## config.mk

```make
export PLATFORM = sky130hd
export DESIGN_NAME = led_panel_scan
export DESIGN_NICKNAME = d
export VERILOG_FILES = /design/src/rtl/led_panel_scan.sv
export SDC_FILE = /design/constraint.sdc
export NUM_CORES = 1
export LEC_CHECK = 0
export CAP_MARGIN = 5
export CORE_MARGIN = 5
export CORE_UTILIZATION = 54
export DETAILED_ROUTE_END_ITERATION = 8
export PLACE_DENSITY = 0.83
export SLEW_MARGIN = 0
export SYNTH_ARGS = -nofsm -noshare
export SYNTH_HDL_FRONTEND = slang
export SYNTH_SLANG_ARGS = --single-unit
```

## constraint.sdc

```tcl
create_clock -name in_clk -period 2.6 [get_ports in_clk]
set_input_delay 0.65 -clock in_clk [delete_from_list [all_inputs] [get_ports in_clk]]
set_output_delay 0.65 -clock in_clk [all_outputs]
set_load 0.01 [all_outputs]
```

## src/rtl/led_panel_scan.sv

```systemverilog
// led_panel_scan: scans a two-half RGB LED panel row by row and steps the PWM threshold once per frame.
// Optional feature: define BLANK_EXT_EN to keep the panel blanked for the whole latch window.
module led_panel_scan #(
  parameter int PIXELS_PER_ROW = 64,
  parameter int ROWS = 16,
  parameter int PWM_MAX = 254
) (
  input  logic       in_clk,
  input  logic       in_nrst,
  input  logic       led_clk,
  input  logic       pwm_cntr_strobe,
  input  logic       alrst_strobe,
  input  logic [2:0] rgb1,
  input  logic [2:0] rgb2,
  output logic [7:0] pwm_value,
  output logic [2:0] panel_rgb1,
  output logic [2:0] panel_rgb2,
  output logic       panel_clk,
  output logic       panel_lat,
  output logic       panel_oe_n,
  output logic [3:0] row_addr,
  output logic       al_rrst_n,
  output logic       frame_sync
);
  localparam int PW = $clog2(PIXELS_PER_ROW);
  typedef enum logic [1:0] {F_IDLE, F_WAIT_PWM, F_WAIT_RST} fstate_t;
  fstate_t r_fst;
  logic [2:0] r_sub;
  logic [PW-1:0] r_pix;
  logic [3:0] r_srow;
  logic r_lpend, r_lwin, r_oe_en;
  logic [2:0] r_rgb1, r_rgb2;
  logic r_clk, r_lat, r_oe_n, r_fs, r_arn;
  logic [3:0] r_row;
  logic [7:0] r_pwm;
  logic [2:0] w_sub;
  logic w_lwin, w_start, w_oe_en, w_blank, w_fset, w_pix_last, w_srow_last;
  assign w_sub       = led_clk ? 3'd0 : (r_sub == 3'd5 ? 3'd5 : r_sub + 3'd1);
  assign w_lwin      = led_clk ? r_lpend : r_lwin;
  assign w_start     = led_clk & r_lpend;
  assign w_oe_en     = r_oe_en | (r_lwin & (r_sub == 3'd1));
  assign w_pix_last  = r_pix == PW'(PIXELS_PER_ROW - 1);
  assign w_srow_last = r_srow == 4'(ROWS - 1);
  assign w_fset      = w_start & w_srow_last;
`ifdef BLANK_EXT_EN
  assign w_blank = w_lwin;
`else
  assign w_blank = w_lwin & (w_sub <= 3'd1);
`endif
  // pixel timing: sub-phase, pixel/row counters and latch-window tracking
  always_ff @(posedge in_clk or negedge in_nrst) begin
    if (!in_nrst) begin
      r_sub   <= 3'd5;
      r_pix   <= '0;
      r_lpend <= 1'b0;
      r_lwin  <= 1'b0;
      r_oe_en <= 1'b0;
      r_srow  <= '0;
    end else begin
      r_sub   <= w_sub;
      r_lwin  <= w_lwin;
      r_oe_en <= w_oe_en;
      if (led_clk) begin
        r_pix   <= w_pix_last ? '0 : r_pix + PW'(1);
        r_lpend <= w_pix_last;
        if (r_lpend) r_srow <= w_srow_last ? '0 : r_srow + 4'd1;
      end
    end
  end
  // panel-side outputs, registered from next-state values so they align with the sub-phase
  always_ff @(posedge in_clk or negedge in_nrst) begin
    if (!in_nrst) begin
      r_rgb1 <= '0;
      r_rgb2 <= '0;
      r_clk  <= 1'b0;
      r_lat  <= 1'b0;
      r_oe_n <= 1'b1;
      r_row  <= '0;
    end else begin
      if (led_clk) begin
        r_rgb1 <= rgb1;
        r_rgb2 <= rgb2;
      end
      if (w_start) r_row <= r_srow;
      r_clk  <= (w_sub >= 3'd2) & (w_sub <= 3'd4);
      r_lat  <= w_lwin & (w_sub <= 3'd1);
      r_oe_n <= ~w_oe_en | w_blank;
    end
  end
  // frame handshake: frame end -> PWM step on its strobe -> FIFO read reset on its strobe
  always_ff @(posedge in_clk or negedge in_nrst) begin
    if (!in_nrst) begin
      r_fst <= F_IDLE;
      r_pwm <= '0;
      r_fs  <= 1'b0;
      r_arn <= 1'b1;
    end else begin
      r_fs  <= 1'b0;
      r_arn <= 1'b1;
      case (r_fst)
        F_IDLE:
          if (w_fset) r_fst <= F_WAIT_PWM;
        F_WAIT_PWM:
          if (pwm_cntr_strobe) begin
            r_fst <= F_WAIT_RST;
            r_pwm <= r_pwm == 8'(PWM_MAX) ? 8'd0 : r_pwm + 8'd1;
            r_fs  <= 1'b1;
          end
        F_WAIT_RST:
          if (alrst_strobe) begin
            r_fst <= F_IDLE;
            r_arn <= 1'b0;
          end
        default: r_fst <= F_IDLE;
      endcase
    end
  end
  assign pwm_value  = r_pwm;
  assign panel_rgb1 = r_rgb1;
  assign panel_rgb2 = r_rgb2;
  assign panel_clk  = r_clk;
  assign panel_lat  = r_lat;
  assign panel_oe_n = r_oe_n;
  assign row_addr   = r_row;
  assign al_rrst_n  = r_arn;
  assign frame_sync = r_fs;
endmodule

```

==> impl_metrics.yaml <==
status:
  status: "completed"
synth:
  yosysTopAreaCell: "dfrtp_1"
  synth_nets: 168
  netlist_instances: 153
  yosysSeqAreaShare: 0.586
  synth_most_common_cell: "dfrtp_1"
  synth_edf_count: 0
  yosys-top-cells-area: "dfrtp_1, mux2_2, dfstp_2"
  syn_area_sq_um: 1760
  ys.flop_type: "dfrtp_1"
  ys_ff_latch: 41
  yosys_warnings: 0
  synth.avg_cell_area_sq_um: 11.5
  async_flop_share: 1.00
  synth.distinct_cells: 34
  yosysTopAreaCellShare: 0.527
  synthTopCellsByCount: "dfrtp_1, nand2_1, mux2_2, nor2_1"
timing:
  rsz0062_at_grt: "false"
  hold_slack_ns: 0.409
  tightest_slew_ns: 0.869
  setup_violations: 0
  finalSetupTns_ns: 0
  slew_viol_final: 0
  skew_ns: 0.0145
  finalCritPeriodShare: 0.793
  post-route-min-period_ns: 2.06
  fin_ws_ns: 0.538
  hold_viol_final: 0
  relSlewSlack: 0.421
  clock.fmax_ghz: 0.485
routing:
  drtIter0Drc: 47
  ant_nets: 0
  wirelength_um: 3220
  drt_pre_antenna_iters: 4
  drc: 0
  drt-wirelength-per-cell_um: 13.6
  via_per_inst: 5.43
  route.vias.total: 1286
power_and_ir_drop:
  internal_power_uw: 933
  p_comb_frac: 0.157
  pwr-share-seq: 0.611
  vdd_ir_drop_max_v: 0.000400
  powerDensity_nw_per_um2: 581
  p_sw_frac: 0.268
  p_clk_frac: 0.232
  p_leak_uw: 0.000938
  netSwitchingPower_uw: 342
setup_path:
  r2r-end: "pwm_value[7]"
  crit_chain: "clkdlybuf4s50_1"
  r2r_setup_slack_ns: 0.94
  max_stage_delay_ns: 0.60
  critPathRequiredTime_ns: 1.95
  crit_family: "buffers and inverters"
  crit_type: "flop to primary output"
  r2r_cells: 5
  crit_fanout: 8
  crit_path_top_delay_cell: "clkdlybuf4s50_1"
  cp_num_buf_inv: 1
  cp-start-kind: "flop"
  worst_ep_arrival_time_ns: 1.41
  worstSetupEndpointType: "primary output"
  worstReg2RegStart: "pwm_value[0]"
die:
  fp.dieW_um: 67.1
  design.die.area_sq_um: 4500
  core_sq_um: 3080
  placementRows: 20
  initial_core_util: 0.571
  ios: 34
  die_h_um: 67.1
layout:
  nFillCells: 235
  area_growth_pct: 24.7
  n_antenna_cell: 0
  seqCellArea_sq_um: 1030
  nets: 207
  multiInputGateArea_sq_um: 692
  postLayoutCellArea_sq_um: 2190
  final_cells: 237
  drive_gt1_frac: 0.140
clock_tree:
  postCtsResizedCells: 0
  cts-root-buf: "clkbuf_4"
  cts_tree: "yes"
  clk_path_buf_depth: 2
  cts_buffers: 5
  hold_buffers: 0
  cts_sinks: 41
  clkLatencyLatePin_ns: 0.33
  h-tree-depth: 2
  clk_pin_slew_ns: 0.13
  cts_setup_buffers: 0
grt:
  grt_util_all_layers: 0.167
  grt_util_met1: 0.207
  met2_usage: 0.277
  busiest_layer: "met2"
  grt_start_max_net_pins: 42
  grt_overflow_total: 0
  antenna_found_initial: 0
  met3_usage: 0.0506
  grt_pass1_vias: 1325
  grt_pass1_wl_um: 5690
placement:
  dp_hpwl_um: 2340
  place_area_sq_um: 2140
  portBuffers: 33
  gp_congestion: 0.812
  placed_cells: 229
  pre_cts_ws_ns: 0.340
flow_run:
  maxCapViolCount: 0
min_path:
  min_path_type: "input port to async pin"
[cell families (layout without fill, tap and decap cells)]
group | count (synthesis) | in the layout | share of synthesized area
AND/OR/NAND/NOR | 51 | 51 | 0.154
flip-flops | 41 | 41 | 0.586
AO/OA/AOI/OAI | 29 | 29 | 0.100
multiplexers | 12 | 12 | 0.0762
buffers and inverters | 9 | 49 | 0.0199
XOR/XNOR | 7 | 7 | 0.0349
adder cells (fa/ha/maj) | 4 | 4 | 0.0285
[placed cells by master (no fill, tap or decap), drive strengths merged, types with 2 or more instances in the layout]
cell type      synthesis  layout
buf                    1       3
o31ai                  2       2
clkdlybuf4s50          0      32
nor2                  10      10
nand2                 16      16
inv                    6       6
nor3                   2       2
nand3                  8       8
clkinv                 0       2
mux2                  11      11
clkbuf                 2       6
o21ai                  8       8
a21oi                  8       8
xnor2                  4       4
dfrtp                 37      37
nand4                  3       3
a31oi                  5       5
nand4b                 2       2
dfstp                  4       4
nand3b                 2       2
xor2                   3       3
or3                    3       3
ha                     4       4
[layout make-up]
class,count,area share
Tap cell,44,0.0251
Multi-Input combinational cell,103,0.316
Inverter,6,0.0103
Clock inverter,2,0.00457
Clock buffer,6,0.0188
Timing Repair Buffer,35,0.155
Sequential cell,41,0.470
[worst register-to-register path, stage by stage (launching register included)]
cell and delay [ns]:
dfrtp_1 0.48, inv_1 0.11, ha_1 0.19, a21oi_1 0.06
or4b_1 0.51, a32o_1 0.22
[through the flow]
step           total power (uW)   util
2_1_floorplan               903      -
3_5_place_dp                994  0.696
4_1_cts                    1290  0.712
6_report                   1270  0.712
5_1_grt                    1360  0.712
3_3_place_gp                982  0.696
[state kept, by name, indices dropped and copies added (netlist names)]
register    flops
r_lwin          1
panel_oe_n      1
panel_rgb1      3
r_lpend         1
r_fst           2
r_pix           6
r_srow          4
r_sub           3
pwm_value       8
frame_sync      1
panel_lat       1
panel_rgb2      3
row_addr        4
panel_clk       1
r_oe_en         1
al_rrst_n       1
[power groups by stage]
| stage | combinational, uW | sequential (uW) | clock, uW |
|---|---|---|---|
| after global placement | 196 | 786 | 0 |
| final | 200 | 778 | 296 |
| after CTS | 204 | 779 | 303 |
| after global routing | 232 | 791 | 334 |
| after floorplan | 120 | 782 | 0 |
| after detailed placement | 203 | 791 | 0 |
[how the worst max path moves through the flow]
stage / depth (start not counted) / from / end
final: 1 / pwm_value[1] / pwm_value[1]
after global routing: 1 / pwm_value[1] / pwm_value[1]
after CTS: 1 / pwm_value[1] / pwm_value[1]
after detailed placement: 4 / pwm_cntr_strobe / pwm_value[7]
after global placement: 4 / pwm_cntr_strobe / pwm_value[7]
after floorplan: 3 / pwm_cntr_strobe / pwm_value[7]
[routing by layer]
metal / wire length [um] / part of all wire
met5: 0 / 0
met4: 22 / 0.0068
met3: 180 / 0.056
met2: 1550 / 0.48
met1: 1470 / 0.46
Note: power is estimated with default switching activity, not from simulation.
